--- src/rtl/mapping_req_arbiter.sv ---
// Read/write request front end: per-stream FIFOs, credit-limited round-robin merge, hash bucket stage.
// Optional grant/stall statistics outputs are built when MAPPING_ARB_STATS_EN is defined.
module mapping_req_arbiter #(
   parameter int unsigned DATA_W          = 72,
   parameter int unsigned FIFO_DEPTH      = 4,
   parameter int unsigned PAGE_SHIFT      = 12,
   parameter int unsigned HASH_BITS       = 16,
   parameter int unsigned MAX_OUTSTANDING = 8
) (
   input  logic                               mc_ddr4_ui_clk,
   input  logic                               mc_ddr4_ui_clk_rst_n,
   input  logic [DATA_W-1:0]                  in_read_tdata,
   input  logic                               in_read_tvalid,
   output logic                               in_read_tready,
   input  logic [DATA_W-1:0]                  in_write_tdata,
   input  logic                               in_write_tvalid,
   output logic                               in_write_tready,
   output logic [DATA_W-1:0]                  out_req_tdata,
   output logic                               out_req_op,
   output logic [HASH_BITS-1:0]               out_req_bucket,
   output logic                               out_req_tvalid,
   input  logic                               out_req_tready,
   input  logic                               rsp_done,
   output logic [$clog2(MAX_OUTSTANDING):0]   outstanding,
`ifdef MAPPING_ARB_STATS_EN
   output logic [31:0]                        stat_rd_grants,
   output logic [31:0]                        stat_wr_grants,
   output logic [31:0]                        stat_credit_stalls,
`endif
   output logic                               err_underflow
);

   localparam int unsigned ADDR_W    = 64;
   localparam int unsigned IDX_W     = $clog2(FIFO_DEPTH);
   localparam int unsigned PTR_W     = IDX_W + 1;
   localparam int unsigned CNT_W     = $clog2(MAX_OUTSTANDING) + 1;
   localparam int unsigned VPN_W     = ADDR_W - PAGE_SHIFT;
   localparam int unsigned N_CHUNK   = (VPN_W + HASH_BITS - 1) / HASH_BITS;
   localparam int unsigned VPN_EXT_W = N_CHUNK * HASH_BITS;

   // Fold the VPN chunks and the PID into one bucket index.
   function automatic logic [HASH_BITS-1:0] bucket_f(input logic [DATA_W-1:0] w);
      logic [VPN_EXT_W-1:0] vpn;
      logic [HASH_BITS-1:0] h;
      vpn = VPN_EXT_W'(w[ADDR_W-1:PAGE_SHIFT]);
      h   = HASH_BITS'(w[DATA_W-1:ADDR_W]);
      for (int unsigned i = 0; i < N_CHUNK; i++) begin
         h = h ^ vpn[i*HASH_BITS +: HASH_BITS];
      end
      return h;
   endfunction

   // Index 0 is the read stream, index 1 the write stream.
   logic [DATA_W-1:0] in_data [2];
   logic [1:0]        in_valid;
   logic [DATA_W-1:0] mem_q   [2][FIFO_DEPTH];
   logic [PTR_W-1:0]  wptr_q  [2];
   logic [PTR_W-1:0]  wptr_d  [2];
   logic [PTR_W-1:0]  rptr_q  [2];
   logic [PTR_W-1:0]  rptr_d  [2];
   logic [1:0]        rdy_q, rdy_d;
   logic [1:0]        push, pop, ne;

   logic              last_q, last_d;
   logic              a_vld_q, a_vld_d, a_op_q, a_op_d;
   logic [DATA_W-1:0] a_data_q, a_data_d;
   logic              b_vld_q, b_vld_d, b_op_q, b_op_d;
   logic [DATA_W-1:0] b_data_q, b_data_d;
   logic [HASH_BITS-1:0] b_bkt_q, b_bkt_d;
   logic [CNT_W-1:0]  cnt_q, cnt_d;
   logic              err_q, err_d;

   logic b_free, a_free, b_load, credit_ok, grant, gnt_op;

   assign in_data[0] = in_read_tdata;
   assign in_data[1] = in_write_tdata;
   assign in_valid   = {in_write_tvalid, in_read_tvalid};

   // FIFO pointers, ready (registered as !full of the next state) and arbitration.
   always_comb begin
      b_free    = !b_vld_q || out_req_tready;
      a_free    = !a_vld_q || b_free;
      b_load    = a_vld_q && b_free;
      credit_ok = cnt_q < CNT_W'(MAX_OUTSTANDING);
      for (int s = 0; s < 2; s++) begin
         ne[s] = wptr_q[s] != rptr_q[s];
      end
      gnt_op = (ne[0] && ne[1]) ? !last_q : ne[1];
      grant  = (|ne) && a_free && credit_ok;
      pop    = grant ? (gnt_op ? 2'b10 : 2'b01) : 2'b00;
      push   = in_valid & rdy_q;
      last_d = grant ? gnt_op : last_q;
      for (int s = 0; s < 2; s++) begin
         wptr_d[s] = wptr_q[s] + PTR_W'(push[s]);
         rptr_d[s] = rptr_q[s] + PTR_W'(pop[s]);
         rdy_d[s]  = (wptr_d[s] - rptr_d[s]) != PTR_W'(FIFO_DEPTH);
      end
   end

   // Two-stage pipeline with bubble collapsing; hash sits between A and B.
   always_comb begin
      a_vld_d  = grant || (a_vld_q && !b_free);
      a_op_d   = grant ? gnt_op : a_op_q;
      a_data_d = grant ? mem_q[gnt_op][rptr_q[gnt_op][IDX_W-1:0]] : a_data_q;
      b_vld_d  = b_load || (b_vld_q && !out_req_tready);
      b_op_d   = b_load ? a_op_q : b_op_q;
      b_data_d = b_load ? a_data_q : b_data_q;
      b_bkt_d  = b_load ? bucket_f(a_data_q) : b_bkt_q;
   end

   // Credit counter; a retire with nothing outstanding is flagged and ignored.
   always_comb begin
      cnt_d = cnt_q;
      err_d = err_q;
      unique case ({grant, rsp_done})
         2'b10:   cnt_d = cnt_q + CNT_W'(1);
         2'b01:   if (cnt_q != '0) cnt_d = cnt_q - CNT_W'(1);
         default: cnt_d = cnt_q;
      endcase
      if (rsp_done && cnt_q == '0) err_d = 1'b1;
   end

   always_ff @(posedge mc_ddr4_ui_clk) begin
      for (int s = 0; s < 2; s++) begin
         if (push[s]) mem_q[s][wptr_q[s][IDX_W-1:0]] <= in_data[s];
      end
   end

   always_ff @(posedge mc_ddr4_ui_clk or negedge mc_ddr4_ui_clk_rst_n) begin
      if (!mc_ddr4_ui_clk_rst_n) begin
         for (int s = 0; s < 2; s++) begin
            wptr_q[s] <= '0;
            rptr_q[s] <= '0;
         end
         rdy_q    <= '0;
         last_q   <= 1'b1;
         a_vld_q  <= 1'b0;
         a_op_q   <= 1'b0;
         a_data_q <= '0;
         b_vld_q  <= 1'b0;
         b_op_q   <= 1'b0;
         b_data_q <= '0;
         b_bkt_q  <= '0;
         cnt_q    <= '0;
         err_q    <= 1'b0;
      end else begin
         for (int s = 0; s < 2; s++) begin
            wptr_q[s] <= wptr_d[s];
            rptr_q[s] <= rptr_d[s];
         end
         rdy_q    <= rdy_d;
         last_q   <= last_d;
         a_vld_q  <= a_vld_d;
         a_op_q   <= a_op_d;
         a_data_q <= a_data_d;
         b_vld_q  <= b_vld_d;
         b_op_q   <= b_op_d;
         b_data_q <= b_data_d;
         b_bkt_q  <= b_bkt_d;
         cnt_q    <= cnt_d;
         err_q    <= err_d;
      end
   end

   assign in_read_tready  = rdy_q[0];
   assign in_write_tready = rdy_q[1];
   assign out_req_tvalid  = b_vld_q;
   assign out_req_op      = b_op_q;
   assign out_req_tdata   = b_data_q;
   assign out_req_bucket  = b_bkt_q;
   assign outstanding     = cnt_q;
   assign err_underflow   = err_q;

`ifdef MAPPING_ARB_STATS_EN
   logic [31:0] st_rd_q, st_rd_d, st_wr_q, st_wr_d, st_stall_q, st_stall_d;

   always_comb begin
      st_rd_d    = st_rd_q + 32'(pop[0]);
      st_wr_d    = st_wr_q + 32'(pop[1]);
      st_stall_d = st_stall_q + 32'((|ne) && !credit_ok);
   end

   always_ff @(posedge mc_ddr4_ui_clk or negedge mc_ddr4_ui_clk_rst_n) begin
      if (!mc_ddr4_ui_clk_rst_n) begin
         st_rd_q    <= '0;
         st_wr_q    <= '0;
         st_stall_q <= '0;
      end else begin
         st_rd_q    <= st_rd_d;
         st_wr_q    <= st_wr_d;
         st_stall_q <= st_stall_d;
      end
   end

   assign stat_rd_grants     = st_rd_q;
   assign stat_wr_grants     = st_wr_q;
   assign stat_credit_stalls = st_stall_q;
`endif

endmodule

--- config.mk ---
export PLATFORM = sky130hd
export DESIGN_NAME = mapping_req_arbiter
export DESIGN_NICKNAME = d
export VERILOG_FILES = /design/src/rtl/mapping_req_arbiter.sv
export SDC_FILE = /design/constraint.sdc
export NUM_CORES = 1
export LEC_CHECK = 0
export ABC_CLOCK_PERIOD_IN_PS = 5700
export CORE_ASPECT_RATIO = 1.25
export CORE_MARGIN = 2
export CORE_UTILIZATION = 52
export DETAILED_ROUTE_END_ITERATION = 7
export GPL_ROUTABILITY_DRIVEN = 0
export PLACE_DENSITY = 0.73
export SYNTH_ARGS = -nofsm -noshare
export SYNTH_HDL_FRONTEND = slang
export SYNTH_SLANG_ARGS = --single-unit
--- constraint.sdc ---
create_clock -name mc_ddr4_ui_clk -period 5.7 [get_ports mc_ddr4_ui_clk]
set_input_delay 0.855 -clock mc_ddr4_ui_clk [delete_from_list [all_inputs] [get_ports mc_ddr4_ui_clk]]
set_output_delay 0.855 -clock mc_ddr4_ui_clk [all_outputs]
set_load 0.02 [all_outputs]
# After elaboration in Yosys (flattened, before gate mapping)
# Memories as Yosys holds them, arrays and structs flattened.
# Index checks and enable logic that the tools add are counted.
# W data, S select, Z words.
# totals
out_inout_bits	97
ramBits	576
inputBits	150
rom_bits	0
n_memories	1
latch_bits	0
elab_cells	89
register_bits	184
# memory_table
memory	depth	width	rd	rd_ports_with_merged_regs	wr	line_no	source
mem_q	2	288	1	0	2	56	logic [DATA_W-1:0] mem_q [2][FIFO_DEPTH];
# classes
div	0
eq_ne	7
addsub	8
n_mux	19
bitwise	9
order_cmp	7
reduce_logical	23
multipliers	0
n_shift	0
# ops
op	count
$mux W288	2
$demux W72 S2	2
$mux W72	4
$bmux W72 S2	1
$xor A16 B16 Y16	2
$xor A16 B4 Y16	1
$xor A8 B16 Y16	1
$add A3 B1 Y3	4
$mux W2	5
$ge A3 B3 Y1 const B	3
$logic_and A1 B1 Y1	9
$not A2 Y3	3
$pmux W4 S2	1
$lt A3 B1 Y1 const B	2
$ne A3 B3 Y1	2
$ne A3 B3 Y1 const B	2
$sub A3 B3 Y3	2
$logic_not A1 Y1	5
$add A4 B1 Y4 const B	1
$logic_not A4 Y1	1
$logic_or A1 B1 Y1	4
$lt A4 B4 Y1 const B	1
$mux W4	1
$reduce_bool A4 Y1	1
11 further kinds	13

# Depth between registers and ports, before layout
# Gate-level depths: netlist of run 1.
# depth
word_depth	11
ltp_mapped	15
mapped_depth_nobuf	12

# Least setup slack after synthesis of run 1
# OpenSTA, ideal clock, no wires.
# synth_timing
kind	in2reg
startpoint	input port in_write_tvalid
endpoint	memory mem_q[1][100] (netlist bit), enable pin
t_required_ns	5.094
n_path_buf	0
cell_stages	2
arrival_ns	6.240
path_slack_ns	-1.146
setup_time_ns	0.606
cell_sequence	nand2_1 -> nor3b_1
# synth_rtl
element	line_no	source
from (decl)	16	input logic in_write_tvalid,
to (decl)	56	

==> results of run 1 <==
worst register-to-register path, delay by kind of cell, from the launching register on:
kind | cells | cell delay [ps]
AOI/OAI and AO/OA | 1 | 240
xor gates and xnor gates | 2 | 430
adders and majority gates | 3 | 680
buffers and inverters | 2 | 590
DFF | 1 | 850
and+or+nand+nor | 5 | 870
logic make-up after synthesis:
family,count (synthesis)
AND/OR/NAND/NOR,253
flip-flops,760
AO/OA/AOI/OAI,120
multiplexers,219
XOR/XNOR,58
adder cells (fa/ha/maj),15
buffers and inverters,91
cell usage in the layout, fill, tap and decap left out, types with 6 or more instances in the layout:
cell type,count
edfxtp_1,576
clkdlybuf4s50_1,245
dfrtp_1,179
mux4_2,144
a21oi_1,93
nor3_1,80
nor2_1,77
clkbuf_16,77
mux2_2,74
nand2_1,69
xnor2_1,39
buf_4,26
xor2_1,19
clkbuf_1,18
o21ai_0,16
clkbuf_8,15
ha_1,14
diode_2,12
inv_1,12
clkinv_2,8
clkinv_1,6
path summary, 6_finish.rpt:
| check | from | endpoint | slack (ps) | depth (start not counted) |
|---|---|---|---|---|
| setup reg to reg | rptr_q[0] | rdy_q[0] | 1910 | 13 |
| setup / recovery | rptr_q[0] | rdy_q[0] | 1910 | 13 |
| min in group mc_ddr4_ui_clk | err_underflow | err_underflow | 460 | 1 |
| hold / removal | mc_ddr4_ui_clk_rst_n | out_req_bucket[12] | 300 | 1 |
| hold reg to reg | err_underflow | err_underflow | 460 | 1 |
| max in group asynchronous | mc_ddr4_ui_clk_rst_n | out_req_tdata[49] | 4260 | 2 |
flip-flops by register name (all words and copies together), names as in the netlist:
register	flops
mem_q	576
out_req_bucket	16
rdy_q	2
out_req_op	1
a_data_q	72
last_q	1
a_op_q	1
a_vld_q	1
wptr_q	6
out_req_tdata	72
err_underflow	1
out_req_tvalid	1
rptr_q	6
outstanding	4
final cells by class:
type	instances	area, µm²
flip-flops and latches	760	21900
fillers	3838	20300
multi-input cells	665	6620
repair buffers	273	2680
clock buffers	110	2200
well taps	735	920
clock inverters	21	188
inverters	12	45.0
diodes	12	30.0
through the flow:
step / cell area (µm²) / std cells / setup slack, ps / hold WS (ps)
final: 34600 / 2588 / 1910 / 301
after global routing: 34600 / 2587 / 1670 / 356
after detailed placement: 32200 / 2445 / 1400 / 450
after global placement: 32200 / 2445 / 1380 / 449
after CTS: 34600 / 2576 / 1860 / 333
after floorplan: 28900 / 1516 / -1150 / 446
routing by layer:
layer | global-route usage [%] | vias up | routed length (µm)
met5 | 0 | - | 72
li1 | - | 6438 | -
met3 | 5.20 | 88 | 4670
met4 | 9.33 | 12 | 1570
met2 | 38.1 | 534 | 33600
met1 | 30.7 | 7797 | 25700
where the power goes:
part	switching, mW	internal [mW]
registers	1.02	7.54
clock network	1.98	2.80
logic	3.82	3.13
total	6.83	13.5
==> results.md, run 1 <==
- RSZ-0062 raised after global routing: false
- Post-synth ARST share: 24.2%
- Final period utilization: 66.5%
- TritonCTS Buffers: 71
- Starting Density: 52.6%
- Slew HR: 25.1%
- Ranking of synthesized cells by area: edfxtp_1, dfrtp_1, mux4_2, mux2_2, a21oi_1
- Register bit count reported by yosys: 760
- Final global-route overflow total: 0
- WP data required: 6160 ps
- DRT iter0 DRCs: 1393
- Status: complete, no violations
- Crit path DAT: 4250 ps
- Gr usage total: 23.3%
- Min cycle time layout: 3790 ps
- Hold Buf Count CTS: 0
- Initial antenna violation count: 18
- Syn Area/Cell: 19.1 µm²
- Compound-Gate Fraction of Synth Area: 2.18%
- Kind of critical path: flop to flop
- CP endpoint kind: flop
- Post-synthesis simple-gate area fraction: 3.93%
- Largest family of logic cells by synthesized area: multiplexers
- Synth area leader: edfxtp_1
- CP Max Fanout: 49
- FP Rows: 96
- Final clock skew: 31.0 ps
- Post-cts resize count: 0
- Syn nets: 1681
- Leak: 11.8 nW
- Slew Limit Fails: 0
- Post-synth top area share: 59.9%
- Vias per inst: 5.75
- Routed Antenna Nets: 0
- Startpoint types: flop
- Max Clock Freq: 0.264 GHz
- Setup Viol. Count Final: 0
- Area of the mapped netlist: 28900 µm²
- Share of cells above drive strength 1: 20.2%
- Remaining DRCs: 0
- Final core occ: 63.0%
- Clock transition at the registers of the reported paths: 70 ps
- Max-cap check violation count: 0
- TritonCTS Sinks: 760
- Syn-to-layout area delta: 19.8%
- Wire per inst: 25.3 µm
- Top FF cell, synth: edfxtp_1
- Family with the most delay on the worst path: simple AND/OR/NAND/NOR gates
- Root Buffer: clkbuf_16
- Yosys cell types: 40
- First-pass GRT wire length: 98.4 mm
- Top-count cell post-synth: edfxtp_1
- Post-synth EDFFs: 576
- Fin. Hold Viols: 0
- Worst Tran Pin Value: 1120 ps
- Via count: 14900
- Largest net degree at the start of global routing: 100
- Die area: 57500 µm²
- Commonest cells post-synth: edfxtp_1, dfrtp_1, mux4_2
- Cells along the critical path: xor2_1 -> nor3_4 -> a21o_2 -> buf_4 -> nor2_1 -> ha_1 -> ha_1 -> inv_1 -> ha_1 -> nand2b_1 -> xnor2_1 -> nor2_1 -> nand4b_1
- TritonCTS clock tree: done
- Htree depth: 3
- Total negative slack: 0 ps
- Hpwl dp: 39.9 mm
- Post-Syn Instances: 1516
- Total power: 20.3 mW
- Seq/Total Area, Yosys: 75.8%
- Max Root-Sink Buffers: 3
- Critical-path top delay cell: dfrtp_4
- Ports: 247
- Synth Area in Adders: 0.676%
- IO Port Bufs: 246
- Core ar.: 54900 µm²
- XOR/XNOR share of the synthesized area: 1.76%
- First drt pass iteration count: 6
- Nets@finish: 1948
- Total Wirelength: 65.5 mm
- Critical path's largest stage delay: 850 ps
- Die Y: 268 µm
- Die Wd: 215 µm
- Worst min-delay path class: input port to asynchronous set/reset pin
- Multiplexer share of the synthesized area: 14.1%
- # Post-CTS Setup Buffers: 0
- Pwr/cell area: 587 nW/µm²
- Worst-Skew Late Latency: 610 ps
- Total number of yosys warnings: 0
- Crit-path most repeated cell: ha_1
- Worst IR Drop VDD: 0.507 mV
- Vias in the first global route: 15700
- Bufs and invs on worst path: 2
Note: power is estimated with default switching activity, not from simulation.
==> run 2: changes to the inputs <==
==> config.mk (replaced) <==
export PLATFORM = sky130hd
export DESIGN_NAME = mapping_req_arbiter
export DESIGN_NICKNAME = d
export VERILOG_FILES = /design/src/rtl/mapping_req_arbiter.sv
export SDC_FILE = /design/constraint.sdc
export NUM_CORES = 1
export LEC_CHECK = 0
export ABC_CLOCK_PERIOD_IN_PS = 3600
export CORE_ASPECT_RATIO = 1.25
export CORE_MARGIN = 2
export CORE_UTILIZATION = 53
export DETAILED_ROUTE_END_ITERATION = 7
export GPL_ROUTABILITY_DRIVEN = 0
export PLACE_DENSITY = 0.71
export SYNTH_ARGS = -nofsm -noshare
export SYNTH_HDL_FRONTEND = slang
export SYNTH_SLANG_ARGS = --single-unit
==> constraint.sdc (replaced) <==
create_clock -name mc_ddr4_ui_clk -period 3.6 [get_ports mc_ddr4_ui_clk]
set_input_delay 0.54 -clock mc_ddr4_ui_clk [delete_from_list [all_inputs] [get_ports mc_ddr4_ui_clk]]
set_output_delay 0.54 -clock mc_ddr4_ui_clk [all_outputs]
set_load 0.02 [all_outputs]
==> results.md, run 2 (synthesis gave the netlist of run 1 again) <==
- Status: complete, no violations
- # Post-CTS Setup Buffers: 0 (unchanged)
- IO Port Bufs: 246 (unchanged)
- Final global-route overflow total: 0 (unchanged)
- Total negative slack: 0 ps (unchanged)
- Largest net degree at the start of global routing: 106 (+6.0%)
- Most common cell after layout, fill and taps aside: edfxtp_1
- First-pass GRT wire length: 102 mm (+4.0%)
- Die area: 56400 µm² (-1.9%)
- TritonCTS Sinks: 760 (unchanged)
- DRT iter0 DRCs: 1142 (-18%)
- R2R depth: 12 (-1)
- Vias per inst: 5.87 (+2.2%)
- Switch Pwr: 11.0 mW (+61%)
- Setup Viol. Count Final: 0 (unchanged)
- Worst hold stages: 1
- Post-cts resize count: 0 (unchanged)
- Leak: 11.8 nW (about the same)
- Sequential power share: 41.2% (-1.0 points)
- Max FFs per register: 576 (unchanged)
- Slew Limit Fails: 0 (unchanged)
- Initial antenna violation count: 16 (-2)
- Switching fraction of total power: 34.3% (+0.61 points)
- Internal: 21.2 mW (+57%)
- Hold Buf Count CTS: 1 (+1)
- Hold Slack: 473 ps (+172 ps)
- Clock transition at the registers of the reported paths: 60 ps (about the same)
- Fin. Hold Viols: 0 (unchanged)
- Wire per inst: 26.6 µm (+4.9%)
- Hpwl dp: 39.3 mm (-1.4%)
- First drt pass iteration count: 5 (-1)
- DP Worst Slack: 467 ps (-932 ps)
- FILL cells: 3732 (-2.8%)
- Seq. cell area: 21900 µm² (unchanged)
- Most frequent cells in the layout: edfxtp_1, clkdlybuf4s50_1, dfrtp_1
- Share of cells above drive strength 1: 20.1% (-0.11 points)
- Vias in the first global route: 16000 (+2.1%)
- CP endpoint kind: flop
- Via count: 15100 (+1.6%)
- FP Rows: 95 (-1.0%)
- Remaining DRCs: 0 (unchanged)
- RSZ-0062 raised after global routing: false
- Routed Antenna Nets: 0 (unchanged)
- Crit path DAT: 3390 ps (-860 ps)
- Max Root-Sink Buffers: 3 (unchanged)
- Final core occ: 64.3% (+1.2 points)
- Combinational Power Share: 36.2% (+2.0 points)
- Worst min-delay path class: flop to flop
- Slew HR: 23.0% (-2.1 points)
- Syn-to-layout area delta: 19.8% (about the same)
- Power share of the clock group: 22.6% (-1.0 points)
- Multi-input combinational cell area: 6660 µm² (+0.57%)
- Worst IR Drop VDD: 0.939 mV (+85%)
- TritonCTS Buffers: 72 (+1.4%)
- Pwr/cell area: 931 nW/µm² (+59%)
- Htree depth: 3 (unchanged)
- Starting Density: 53.6% (+1.0 points)
- Worst-Skew Late Latency: 590 ps (-20 ps)
- Nets@finish: 1952 (+0.21%)
- Final clock skew: 10.9 ps (-20.1 ps)
- Die Wd: 213 µm (-0.93%)
- Final period utilization: 81.3% (+15 points)
- Worst Tran Pin Value: 1160 ps (+33.8 ps)
- Total Wirelength: 68.3 mm (+4.2%)
- Startpoint types: flop
- TritonCTS clock tree: done
- Gr usage total: 25.2% (+1.9 points)
- Final setup margin: 672 ps (-1240 ps)
- CP Max Fanout: 21 (-57%)
- Ports: 247 (unchanged)
- Max-cap check violation count: 0 (unchanged)
- Max Clock Freq: 0.341 GHz (+29%)
- Die Y: 265 µm (-0.93%)
- Root Buffer: clkbuf_16
- Core ar.: 53800 µm² (-1.9%)
- Min cycle time layout: 2930 ps (-860 ps)
- WP data required: 4070 ps (-2090 ps)
- Kind of critical path: flop to flop
## run 2: cell count changes in the layout (fill, tap and decap cells not counted), moves of 8 or more
cell	change
buf_12	+9
clkbuf_1	-8
clkbuf_8	-10
clkinv_1	+9
clkinv_2	+12
## run 2: worst max-delay path: stages (launching register included)
cell and delay, ps:
dfrtp_4 650, xnor2_1 270, and3_1 290, a21o_2 260, nor2_1 100, ha_1 190, ha_1 290, inv_1 50
ha_1 180, nor2b_1 130, xnor2_1 150, nor2_1 60, nand4b_1 180
## run 2: area by class of cell
cell class | count | area share, %
inverters | 12 | 0.130
repair buffers | 276 | 8.15
well taps | 727 | 2.63
clock inverters | 40 | 0.886
clock buffers | 88 | 5.59
flip-flops and latches | 760 | 63.3
multi-input cells | 665 | 19.2
diodes | 5 | 0.0362
## run 2: path summary, 6_finish.rpt
path	startpoint	endpoint	slack [ps]
min	err_underflow	err_underflow	470
max in group asynchronous	mc_ddr4_ui_clk_rst_n	out_req_tdata[38]	1970
max reg2reg	rptr_q[4]	rdy_q[1]	670
max	rptr_q[4]	rdy_q[1]	670
min in group asynchronous	mc_ddr4_ui_clk_rst_n	out_req_tdata[24]	550
min reg2reg	err_underflow	err_underflow	470
## run 2: stage by stage
| step | power (mW) | cell area, µm² | std cells |
|---|---|---|---|
| 3_5_place_dp | 25.2 | 32300 | 2439 |
| 6_report | 32.2 | 34600 | 2573 |
| 5_1_grt | 33.8 | 34600 | 2573 |
| 2_1_floorplan | 20.8 | 29000 | 1516 |
| 3_3_place_gp | 24.9 | 32300 | 2439 |
| 4_1_cts | 32.5 | 34600 | 2568 |
## run 2: layer usage
| metal | GRT usage [%] | vias up | wire length, µm |
|---|---|---|---|
| li1 | - | 6451 | - |
| met1 | 33.9 | 8029 | 27600 |
| met2 | 42.0 | 496 | 35000 |
| met3 | 4.99 | 111 | 4180 |
| met4 | 7.94 | 20 | 1450 |
| met5 | 0 | - | 135 |
## run 2: power by group through the flow
stage          sequential (mW)  clock (mW)  combinational [mW]
6_report                  13.3        7.26                11.7
5_1_grt                   13.5        7.71                12.6
4_1_cts                   13.3        7.40                11.8
3_5_place_dp              13.5           0                11.8
3_3_place_gp              13.3           0                11.6
2_1_floorplan             13.6           0                7.22
==> run 3: changes to the inputs <==
--- a/config.mk
+++ b/config.mk
@@ -5,7 +5,7 @@
 export SDC_FILE = /design/constraint.sdc
 export NUM_CORES = 1
 export LEC_CHECK = 0
-export ABC_CLOCK_PERIOD_IN_PS = 3600
+export ABC_CLOCK_PERIOD_IN_PS = 2760
 export CORE_ASPECT_RATIO = 1.25
 export CORE_MARGIN = 2
 export CORE_UTILIZATION = 53
==> constraint.sdc (replaced) <==
create_clock -name mc_ddr4_ui_clk -period 2.76 [get_ports mc_ddr4_ui_clk]
set_input_delay 0.414 -clock mc_ddr4_ui_clk [delete_from_list [all_inputs] [get_ports mc_ddr4_ui_clk]]
set_output_delay 0.414 -clock mc_ddr4_ui_clk [all_outputs]
set_load 0.02 [all_outputs]
==> results.md, run 3 (synthesis gave the netlist of run 1 again) <==
- Core ar.: 53800 µm² (unchanged)
- Largest net degree at the start of global routing: 74 (-30%)
- Most common cell after layout, fill and taps aside: edfxtp_1
- Placed insts: 2454 (+0.62%)
- Total Wirelength: 69.2 mm (+1.3%)
- Family with the most delay on the worst path: simple AND/OR/NAND/NOR gates
- Remaining DRCs: 0 (unchanged)
- Leak: 12.0 nW (+1.4%)
- Final setup margin: 72.0 ps (-600 ps)
- Max Root-Sink Buffers: 3 (unchanged)
- Final core occ: 65.1% (+0.86 points)
- Hpwl dp: 40.6 mm (+3.3%)
- TritonCTS Sinks: 760 (unchanged)
- Total negative slack: 0 ps (unchanged)
- Wire per inst: 26.6 µm (+0.18%)
- IO Port Bufs: 246 (unchanged)
- Via count: 15300 (+1.1%)
- Gr usage total: 25.1% (-0.12 points)
- Die Y: 265 µm (unchanged)
- Most frequent cells in the layout: edfxtp_1, clkdlybuf4s50_1, dfrtp_1
- Fin. Hold Viols: 0 (unchanged)
- Max-cap check violation count: 0 (unchanged)
- Max FFs per register: 576 (unchanged)
- Clock transition at the registers of the reported paths: 60 ps (about the same)
- Worst Tran Pin Value: 1060 ps (-93.4 ps)
- TritonCTS clock tree: done
- Final period utilization: 97.4% (+16 points)
- DP Worst Slack: -127 ps (-594 ps)
- Bufs and invs on worst path: 1 (unchanged)
- CP Max Fanout: 5 (-76%)
- Vias in the first global route: 16000 (-0.013%)
- Ports: 247 (unchanged)
- Syn-to-layout area delta: 21.4%
- DRT iter0 DRCs: 1352 (+18%)
- Status: complete, no violations
- Crit path DAT: 3160 ps (-230 ps)
- Slew Limit Fails: 0 (unchanged)
- Share of cells above drive strength 1: 21.2% (+1.1 points)
- Critical-path top delay cell: dfrtp_4
- TritonCTS Buffers: 73 (+1.4%)
- CP endpoint kind: flop
- Die area: 56400 µm² (unchanged)
- FP Rows: 95 (unchanged)
- First-pass GRT wire length: 101 mm (-0.99%)
- Final global-route overflow total: 0 (unchanged)
- WP data required: 3230 ps (-840 ps)
- Min cycle time layout: 2690 ps (-240 ps)
- Pwr/cell area: 1220 nW/µm² (+32%)
- Worst-Skew Late Latency: 600 ps (about the same)
- Final clock skew: 12.2 ps (+1.31 ps)
- Routed Antenna Nets: 0 (unchanged)
- Cells along the critical path: xor2_2 -> nor3_4 -> a21o_2 -> nor2_1 -> ha_1 -> ha_4 -> inv_1 -> ha_1 -> nand2b_1 -> xnor2_1 -> nor2_1 -> nand4b_1
- Slew HR: 29.2% (+6.2 points)
- Die Wd: 213 µm (unchanged)
- Root Buffer: clkbuf_16
- Final cell count without fillers: 2601 (+1.1%)
- Kind of critical path: flop to flop
- First drt pass iteration count: 5 (unchanged)
- Startpoint types: flop
- Worst min-delay path class: input port to asynchronous set/reset pin
- Setup Viol. Count Final: 0 (unchanged)
- Worst IR Drop VDD: 1.09 mV (+17%)
- Starting Density: 53.6% (unchanged)
- Critical path's largest stage delay: 500 ps (-150 ps)
- Total power: 42.9 mW (+33%)
- R2R Path Start: rptr_q[0]
- CP Launch Point: rptr_q[0]
- Nets@finish: 1970 (+0.92%)
- Vias per inst: 5.87 (about the same)
- Max Clock Freq: 0.372 GHz (+8.9%)
- Initial antenna violation count: 17 (+1)
- Htree depth: 3 (unchanged)
## run 3: cell count changes in the layout (fill, tap and decap cells not counted), moves of 2 or more
cell       delta
dfrtp_2       +6
buf_12       +14
nand2_4       +2
clkinv_2     -12
clkbuf_16     +4
inv_6         +2
dfrtp_1       -6
clkbuf_1     +16
clkinv_1      -7
clkbuf_8      +3
buf_4         +3
nand2_1       -2
diode_2       +5
## run 3: path summary, 6_finish.rpt
check / end / slack, ps / depth (start not counted)
min reg2reg: err_underflow / 460 / 1
max reg2reg: rdy_q[0] / 70 / 12
max: rdy_q[0] / 70 / 12
max in group asynchronous: rptr_q[1] / 1460 / 3
min in group mc_ddr4_ui_clk: mem_q[0][0] / 440 / 1
min: a_data_q[36] / 390 / 2
## run 3: layout make-up
class	instances	area (µm²)
diodes	10	25.0
clock buffers	111	2130
clock inverters	23	214
fillers	3674	18800
inverters	12	45.0
multi-input cells	665	6690
flip-flops and latches	760	21900
well taps	727	910
repair buffers	293	3120
## run 3: report_power, final
| group | switching (mW) | total, mW | internal [mW] |
|---|---|---|---|
| registers | 1.62 | 17.2 | 15.6 |
| logic | 8.89 | 15.9 | 7.01 |
| clock network | 4.11 | 9.82 | 5.71 |
## run 3: per-stage QoR
stage	hold WS, ps	instance area, µm²
final	394	35100
after global routing	430	35100
after CTS	396	35000
after detailed placement	447	32600
after global placement	438	32600
after floorplan	118	29000
## run 3: metal layers
metal / track usage [%] / vias to the layer above / wire, µm
met5: 0 / - / 87
met4: 9.77 / 14 / 1790
met3: 4.38 / 106 / 4490
met2: 41.1 / 572 / 35300
met1: 34.0 / 8093 / 27600
li1: - / 6493 / -
## run 3: timing repair
action / CTS / global route
hold buffers: 1 / 0
setup endpoints to repair: 0 / 2
hold endpoints to repair: 54 / 0
buffers inserted: 0 / 2
resized for setup: 0 / 3
## run 3: worst reg2reg max path, delay by kind of cell, from the launching register on
family,cells,cell delay [ps]
AO/OA/AOI/OAI,1,230
XOR/XNOR,2,380
adder cells (fa/ha/maj),3,690
buffers and inverters,1,40
flip-flops,1,500
AND/OR/NAND/NOR,5,720
